## src/rtl/cpu_wb_pkg.sv

```systemverilog
// ---------------------------------------------------------------------------
// cpu_wb_pkg
// Shared types for the CPU write-back stage: opcode encodings, write-data
// source selector and the slot FSM state encoding.
// ---------------------------------------------------------------------------
package cpu_wb_pkg;

   // Opcode field i_instr[3:0]; enum members double as the OP_* constants.
   typedef enum logic [3:0] {
      OP_MV   = 4'd0,
      OP_ADD  = 4'd1,
      OP_SUB  = 4'd2,
      OP_LD   = 4'd5,
      OP_MVHI = 4'd6,
      OP_JMP  = 4'd8,
      OP_JZ   = 4'd9,
      OP_JNZ  = 4'd10,
      OP_CALL = 4'd12
   } opcode_e;

   // Source of the register-file write data.
   typedef enum logic [2:0] {
      WS_NONE = 3'd0,
      WS_RY   = 3'd1,
      WS_IMM  = 3'd2,
      WS_ALU  = 3'd3,
      WS_MEM  = 3'd4,
      WS_MVHI = 3'd5,
      WS_LINK = 3'd6
   } wsel_e;

   // Slot occupancy.
   typedef enum logic [1:0] {
      EMPTY    = 2'd0,
      FULL     = 2'd1,
      WAIT_MEM = 2'd2
   } wb_state_e;

   // Width of the immediate byte placed on top by mvhi.
   localparam int MVHI_IMM_W = 8;

endpackage

```

## src/rtl/cpu_wb_decode.sv

```systemverilog
// ---------------------------------------------------------------------------
// cpu_wb_decode
// Combinational write-back decode of one instruction.
// Ports:
//   instr  in   low RW+5 bits of the instruction (op, imm flag, Rx)
//   writes out  instruction writes the register file
//   wsel   out  write-data source
//   dest   out  destination register (Rx, or LINK_REG for call)
// ---------------------------------------------------------------------------
module cpu_wb_decode
   import cpu_wb_pkg::*;
#(
   parameter int RW       = 3,
   parameter int LINK_REG = 7
) (
   input  logic [RW+4:0] instr,
   output logic          writes,
   output wsel_e         wsel,
   output logic [RW-1:0] dest
);

   logic [3:0] op;
   logic       imm_sel;

   assign op      = instr[3:0];
   assign imm_sel = instr[4];

   // Opcode to write/source/destination; unknown and jump opcodes write nothing.
   always_comb begin
      writes = 1'b1;
      wsel   = WS_NONE;
      dest   = instr[5 +: RW];
      case (op)
         OP_MV:          wsel = imm_sel ? WS_IMM : WS_RY;
         OP_ADD, OP_SUB: wsel = WS_ALU;
         OP_LD:          wsel = WS_MEM;
         OP_MVHI:        wsel = WS_MVHI;
         OP_CALL: begin
            wsel = WS_LINK;
            dest = RW'(LINK_REG);
         end
         default:        writes = 1'b0;
      endcase
   end

endmodule

```

## src/rtl/cpu_wb_stage.sv

```systemverilog
// ---------------------------------------------------------------------------
// cpu_wb_stage
// One-entry register-file write-back stage. Captures an instruction from MEM
// on i_valid & o_ready, selects its write data at capture time, and retires it
// one cycle later. Loads wait in WAIT_MEM until i_mem_rvalid.
// Optional feature macro: WB_BYPASS_EN (registered bypass of last write).
// Ports:
//   clk, reset             clock, asynchronous active-high reset
//   i_valid / o_ready      upstream handshake
//   i_instr                op=[3:0], imm=[4], Rx=[5+:RW]
//   i_pc,i_alu,i_imm,
//   i_ry,i_rx              write-data candidates
//   i_mem_rvalid/rdata     load return
//   i_flush                kill non-load slot contents
//   rf_we/waddr/wdata      register-file write port
//   byp_valid/addr/data    bypass of previous cycle's write
// ---------------------------------------------------------------------------
module cpu_wb_stage
   import cpu_wb_pkg::*;
#(
   parameter int DW       = 16,
   parameter int NREG     = 8,
   parameter int LINK_REG = 7
) (
   input  logic                     clk,
   input  logic                     reset,
   input  logic                     i_valid,
   output logic                     o_ready,
   input  logic [15:0]              i_instr,
   input  logic [DW-1:0]            i_pc,
   input  logic [DW-1:0]            i_alu,
   input  logic [DW-1:0]            i_imm,
   input  logic [DW-1:0]            i_ry,
   input  logic [DW-1:0]            i_rx,
   input  logic                     i_mem_rvalid,
   input  logic [DW-1:0]            i_mem_rdata,
   input  logic                     i_flush,
   output logic                     rf_we,
   output logic [$clog2(NREG)-1:0]  rf_waddr,
   output logic [DW-1:0]            rf_wdata,
   output logic                     byp_valid,
   output logic [$clog2(NREG)-1:0]  byp_addr,
   output logic [DW-1:0]            byp_data
);

   localparam int RW = $clog2(NREG);

   if (DW < 16 || NREG < 2 || NREG > 8 || (NREG & (NREG - 1)) != 0 ||
       LINK_REG >= NREG) begin : g_bad_params
      $error("cpu_wb_stage: illegal DW/NREG/LINK_REG");
   end

   wb_state_e      state, state_nxt;
   logic           slot_we;
   logic [RW-1:0]  slot_dest;
   logic [DW-1:0]  slot_data;

   logic           dec_writes;
   wsel_e          dec_wsel;
   logic [RW-1:0]  dec_dest;
   logic [DW-1:0]  cap_data;
   logic           ready;
   logic           capture;
   logic           we;
   logic           unused_inputs;

   // Only the low byte of i_imm and low DW-8 bits of i_rx reach mvhi data.
   assign unused_inputs = ^{i_instr[15:RW+5], i_rx[DW-1:DW-MVHI_IMM_W]};

   cpu_wb_decode #(
      .RW       (RW),
      .LINK_REG (LINK_REG)
   ) u_decode (
      .instr  (i_instr[RW+4:0]),
      .writes (dec_writes),
      .wsel   (dec_wsel),
      .dest   (dec_dest)
   );

   // Write data chosen at capture so the slot holds no raw operands.
   always_comb begin
      cap_data = '0;
      case (dec_wsel)
         WS_RY:   cap_data = i_ry;
         WS_IMM:  cap_data = i_imm;
         WS_ALU:  cap_data = i_alu;
         WS_MVHI: cap_data = {i_imm[MVHI_IMM_W-1:0], i_rx[DW-MVHI_IMM_W-1:0]};
         WS_LINK: cap_data = i_pc;
         default: cap_data = '0;
      endcase
   end

   // Handshake, retire and next-state logic of the slot FSM.
   always_comb begin
      ready     = 1'b1;
      we        = 1'b0;
      state_nxt = state;
      case (state)
         EMPTY:    ready = 1'b1;
         FULL: begin
            ready = ~i_flush;
            we    = slot_we & ~i_flush;
         end
         WAIT_MEM: begin
            ready = i_mem_rvalid;
            we    = i_mem_rvalid;
         end
         default:  ready = 1'b1;
      endcase

      // Flush beats a simultaneous valid: nothing new enters the slot.
      capture = i_valid & ready & ~i_flush;

      if (state == WAIT_MEM && !i_mem_rvalid) begin
         state_nxt = WAIT_MEM;
      end else if (capture) begin
         state_nxt = (dec_wsel == WS_MEM) ? WAIT_MEM : FULL;
      end else begin
         state_nxt = EMPTY;
      end
   end

   // Slot state and captured write.
   always_ff @(posedge clk or posedge reset) begin
      if (reset) begin
         state     <= EMPTY;
         slot_we   <= 1'b0;
         slot_dest <= '0;
         slot_data <= '0;
      end else begin
         state <= state_nxt;
         if (capture) begin
            slot_we   <= dec_writes;
            slot_dest <= dec_dest;
            slot_data <= cap_data;
         end else begin
            slot_we   <= slot_we;
         end
      end
   end

   assign o_ready  = ready;
   assign rf_we    = we;
   assign rf_waddr = we ? slot_dest : '0;
   assign rf_wdata = !we ? '0 : ((state == WAIT_MEM) ? i_mem_rdata : slot_data);

`ifdef WB_BYPASS_EN
   // Registered copy of the write just issued, for decode to forward.
   always_ff @(posedge clk or posedge reset) begin
      if (reset) begin
         byp_valid <= 1'b0;
         byp_addr  <= '0;
         byp_data  <= '0;
      end else begin
         byp_valid <= rf_we;
         byp_addr  <= rf_waddr;
         byp_data  <= rf_wdata;
      end
   end
`else
   assign byp_valid = 1'b0;
   assign byp_addr  = '0;
   assign byp_data  = '0;
`endif

endmodule
```

## config.mk

```make
export PLATFORM = sky130hd
export DESIGN_NAME = cpu_wb_stage
export DESIGN_NICKNAME = d
export VERILOG_FILES = /design/src/rtl/cpu_wb_pkg.sv /design/src/rtl/cpu_wb_decode.sv /design/src/rtl/cpu_wb_stage.sv
export SDC_FILE = /design/constraint.sdc
export NUM_CORES = 1
export LEC_CHECK = 0
export ABC_AREA = 1
export CAP_MARGIN = 20
export CORE_ASPECT_RATIO = 0.8
export CORE_MARGIN = 8
export CORE_UTILIZATION = 35
export CTS_CLUSTER_SIZE = 25
export DETAILED_ROUTE_END_ITERATION = 10
export DONT_BUFFER_PORTS = 1
export HOLD_SLACK_MARGIN = 0.02
export PLACE_DENSITY = 0.58
export SYNTH_ARGS = -nofsm -noshare
export SYNTH_HDL_FRONTEND = slang
export SYNTH_HIERARCHICAL = 1
export SYNTH_SLANG_ARGS = --single-unit
```

## constraint.sdc

```tcl
create_clock -name clk -period 1.7 [get_ports clk]
set_input_delay 0.255 -clock clk [delete_from_list [all_inputs] [get_ports clk]]
set_output_delay 0.255 -clock clk [all_outputs]
set_load 0.1 [all_outputs]
```

* Word level (Yosys, flattened, before mapping)
Cells that the tools add are included.
** Operators by class
- Divide/modulo/power cells :: 0
- Add/sub/neg operators :: 0
- Equal/unequal tests :: 13
- Multiply operators :: 0
- Bitwise operators :: 4
- Shift operators :: 0
- Order comparisons :: 0
- Mux-type cells :: 13
- Reduce and logical (&&, ||, !) cells :: 5
** Operators by type and width (number)
- $pmux W16 S5 :: 1
- $mux W16 :: 2
- $pmux W3 S5 :: 1
- $eq A3 B3 Y1 const B :: 3
- $eq A4 B3 Y1 const B :: 2
- $mux W2 :: 4
- $eq A3 B2 Y1 const B :: 2
- $mux W3 :: 2
- $reduce_or A6 Y1 :: 1
- $eq A4 B1 Y1 const B :: 1
- $eq A4 B2 Y1 const B :: 1
- $eq A4 B4 Y1 const B :: 1
- $logic_not A4 Y1 :: 1
- $pmux W1 S2 :: 2
- $and A1 B1 Y1 :: 3
- $eq A3 B1 Y1 const B :: 1
- $eq A2 B1 Y1 const B :: 1
- $eq A2 B2 Y1 const B :: 1
- $reduce_or A2 Y1 :: 1
- $logic_and A1 B1 Y1 :: 1
- $logic_not A1 Y1 :: 1
- $mux W1 :: 1
- $not A1 Y1 :: 1
** Storage, ports and cells
- Memories kept :: 0
- Output and inout bits :: 41
- Bits in writable memories :: 0
- Register bits :: 22
- Word-level logic and storage cells :: 39
- Latch bits :: 0
- Bits in read-only memories :: 0

* Longest topological paths before layout
- Depth in word-level cells :: 7
- Mapped depth :: 14
- Gate-level depth less buffers :: 12

* Modules after synthesis
The synthesis kept the hierarchy.
** By module, submodules not included
- cpu_wb_stage :: area an instance 2255.9 sq um, sequential area each 550.5 sq um, times used 1, cells each 357
- cpu_wb_decode :: area an instance 128.9 sq um, sequential area each 0.0 sq um, times used 1, cells each 28

* Least setup slack after synthesis
No wires, ideal clock.
- Path kind :: register to output
- Start point :: register state[0]
- End point :: output rf_wdata[10]
- Arrival :: 3538 ps
- Cell stages (with the launch flop) :: 9
- Path slack :: -2093 ps
- Path buffers :: 2
- Path through :: dfrtp_1 > inv_1 > ha_1 > buf_4 > nand2_4 > a21oi_2 > inv_2 > buf_2 > a21oi_1
** On the way
- Cells in the longest elaborated chain, start to end :: 3
- Elaborated cells on any way between the ends :: 5
- Those cells by class :: 2 x eq/ne; 3 x mux
** RTL lines
- start: declaration :: RTL line cpu_wb_stage.sv:53 : wb_state_e state, state_nxt;
- start signal: assignment :: RTL line cpu_wb_stage.sv:131 : state <= state_nxt;
- $eq A2 B2 Y1 or $eq A2 B1 Y1 (tied branches) :: RTL line cpu_wb_stage.sv:98 : case (state)
- $pmux W1 S2 (*) :: RTL line cpu_wb_stage.sv:98
- named net rf_we :: RTL line cpu_wb_stage.sv:38 : output logic rf_we,
- $mux W16 (*) :: RTL line cpu_wb_stage.sv:145 : assign rf_wdata = !we ? '0 : ((state == WAIT_MEM) ? i_mem_rdata : slot_data);
- end: declaration :: RTL line cpu_wb_stage.sv:40 : output logic [DW-1:0] rf_wdata,
Mark *: on every way through the listed nets, which the timed path passes. The rest lies on a longest branch.

* Final worst setup path
- Start point :: register state[1]
- End point :: output rf_wdata[12]
** On the way
- Cells in the longest elaborated chain, start to end :: 3
- Elaborated cells on any way between the ends :: 5
- Those cells by class :: 2 x eq/ne; 3 x mux
** RTL lines (RTL line)
- $eq A2 B2 Y1 or $eq A2 B1 Y1 (tied branches) :: cpu_wb_stage.sv:98, cpu_wb_stage.sv:145
- $pmux W1 S2 or $mux W16 (tied branches) :: cpu_wb_stage.sv:98, cpu_wb_stage.sv:145
- $mux W16 (*) :: cpu_wb_stage.sv:145
Mark *: on every way between the ends. The rest lies on a longest branch, timed or not.

==> flow_summary.ini <==
[clock_tree]
cts_tree = built
cts-root-buf = clkbuf_8
clock_sinks = 22
clkLatencyLatePin_ns = 0.26
h-tree-depth = 1
cts_buffer_depth = 2
path_clk_slew_ns = 0.08
cts_buffers = 3

[power_and_ir_drop]
irDropWorstVdd_mv = 0.505
pwr-share-clk = 0.258
finalPower_uw = 1870
combinationalPowerShare = 0.392
power_density_nw_per_um2 = 605
p_leak_uw = 0.00146
p_sw_uw = 773
swShare = 0.413
p_int_uw = 1100
seq_power_share = 0.351

[place]
place_inst = 482
routabilityCongestion = 0.852
io_buffers = 0
post-dp-hpwl_um = 6330
place_worst_setup_slack_ns = -0.0402

[synth]
synth_area_per_cell_um2 = 6.19
ys_seq_area_frac = 0.231
ys_seq_elements = 22
synth_cell_type_count = 31
yosys_warnings = 6
syn_inst = 385
mappedNetlistArea_um2 = 2380

[detailed_routing]
highest_layer = met4
wl_um = 7690
met1_length_um = 3290
drtIter0Drc = 135
wl_per_cell_um = 15.7
first_pass_iters = 4
detail_route.vias_per_cell = 5.02
wl_met2_um = 3780
ant_nets = 0
drc = 0
dr_total_vias = 2460
wl_met3_um = 563

[global_routing]
grt_max_degree = 24
antenna_found_initial = 0
grt_pass1_wl_um = 12400
grt_overflow = 0
grt.total_usage = 0.154
grt_pass1_vias = 2581

[critical_path]
worstPathMaxFanout = 19
startpoint_type = flop
criticalPathCategory = reg2out
worstPathRequired_ns = 1.44
end_kind = output pin
critPathArrivalTime_ns = 1.71

[sta]
setup_viol_count_final = 20
max_slew_margin = 0.432
worst_slack_ns = -0.269
fmax_mhz = 508
period_share = 1.16
tightest_slew_ns = 0.851
hold_viol = 0
rsz0062_at_grt = true
slew_violations = 0
finClkSkew_ns = 0.00736
fin_crit_ns = 1.97

[floorplanning]
start_util = 0.353
num_rows = 27
core_area_um2 = 6760
io_pins = 158
die-area_um2 = 9730
die_y_um = 89.8
die_width_um = 108

[layout]
diodes = 0
syn2layout_area_growth_pct = 29.8
final_cell_mix = nand2_1 (127), inv_1 (44), nand4_1 (39)
final_common_cell = nand2_1
multi_input_area_um2 = 1580
finalNonFillerCells = 490
drive_gt1_frac = 0.208
fill_cells = 707
seqCellArea_um2 = 551
nets = 523

[min_path]
min-delay-path-class = in2async

[run]
drv_cap = 0

[run_status]
outcome = finished with violations
failed_checks = negative setup slack
critical path, cell delays in order (launching register included):
cell and delay [ns]:
dfrtp_1 0.38, buf_4 0.14, ha_4 0.22, a21oi_4 0.19
inv_8 0.15, a21oi_4 0.17, buf_12 0.19
routing by layer:
metal / track usage / vias up
met3: 0.0449 / 8
met2: 0.268 / 88
met5: 0 / -
li1: - / 1225
met4: 0.0171 / 0
met1: 0.188 / 1139
final timing paths:
| kind | end | depth (start not counted) | slack, ns | startpoint |
|---|---|---|---|---|
| min in group clk | state[1]$_DFF_PP0_ | 2 | 0.18 | i_mem_rvalid |
| max | rf_wdata[12] | 6 | -0.27 | state[1]$_DFF_PP0_ |
| max in group asynchronous | slot_data[13]$_DFFE_PP0P_ | 1 | 1.12 | reset |
| min reg2reg | slot_data[3]$_DFFE_PP0P_ | 2 | 0.49 | slot_data[3]$_DFFE_PP0P_ |
| min | slot_we$_DFFE_PP0P_ | 1 | 0.05 | reset |
| max reg2reg | slot_data[9]$_DFFE_PP0P_ | 7 | 0.12 | state[1]$_DFF_PP0_ |
state kept, by name, indices dropped and copies added (netlist names):
signal / count
slot_data: 16
slot_dest: 3
state: 2
slot_we: 1
what timing repair did:
action / CTS / global route
cloned: 0 / 0
endpoints found under the setup margin: 26 / 21
hold buffers: 0 / 0
setup buffers: 3 / 1
resized for setup: 11 / 2
pin swaps: 1 / 0
area by class of cell:
type | instances | share of cell area
clock buffers | 3 | 0.0133
clock inverters | 1 | 0.00970
inverters | 50 | 0.0671
multi-input cells | 290 | 0.511
flip-flops and latches | 22 | 0.178
well taps | 87 | 0.0352
repair buffers | 37 | 0.186
through the flow:
step / util / hold WS [ns] / cell area (um2) / TNS (ns)
finish: 0.458 / 0.0469 / 3100 / -5.09
global placement: 0.436 / 0.345 / 2940 / -0.0213
floorplan: - / 0.244 / 2690 / -21.81
detailed placement: 0.436 / 0.354 / 2940 / -0.423
CTS: 0.456 / 0.0675 / 3080 / -4.97
global route: 0.458 / 0.132 / 3100 / -6.59
cell families (layout without fill, tap and decap cells):
logic type / count (synthesis) / after routing / share of synthesized area
AND/OR/NAND/NOR: 240 / 240 / 0.464
adder cells (fa/ha/maj): 2 / 2 / 0.0105
AO/OA/AOI/OAI: 28 / 28 / 0.0603
flip-flops: 22 / 22 / 0.231
other: 1 / 20 / 0.00157
buffers and inverters: 92 / 91 / 0.233
power groups by stage:
| stage | registers [uW] | clock network, uW | logic (uW) |
|---|---|---|---|
| after detailed placement | 667 | 0 | 722 |
| final | 657 | 483 | 733 |
| after CTS | 658 | 494 | 738 |
| after global routing | 666 | 526 | 800 |
| after global placement | 664 | 0 | 714 |
| after floorplan | 649 | 0 | 683 |
cells in the mapped netlist, drive strengths merged:
| cell | n | area [um2] |
|---|---|---|
| ha | 2 | 25.0 |
| dfrtp | 22 | 551 |
| a21oi | 17 | 88.8 |
| nand2 | 132 | 513 |
| clkbuf | 5 | 48.8 |
| or2 | 1 | 6.26 |
| nor2 | 39 | 159 |
| o21ai | 11 | 55.1 |
| nand3b | 2 | 18.8 |
| nand4 | 40 | 256 |
| conb | 1 | 3.75 |
| inv | 49 | 191 |
| buf | 37 | 310 |
| nand3 | 26 | 153 |
| clkinv | 1 | 5.00 |
Power figures use the tool's default switching activity.
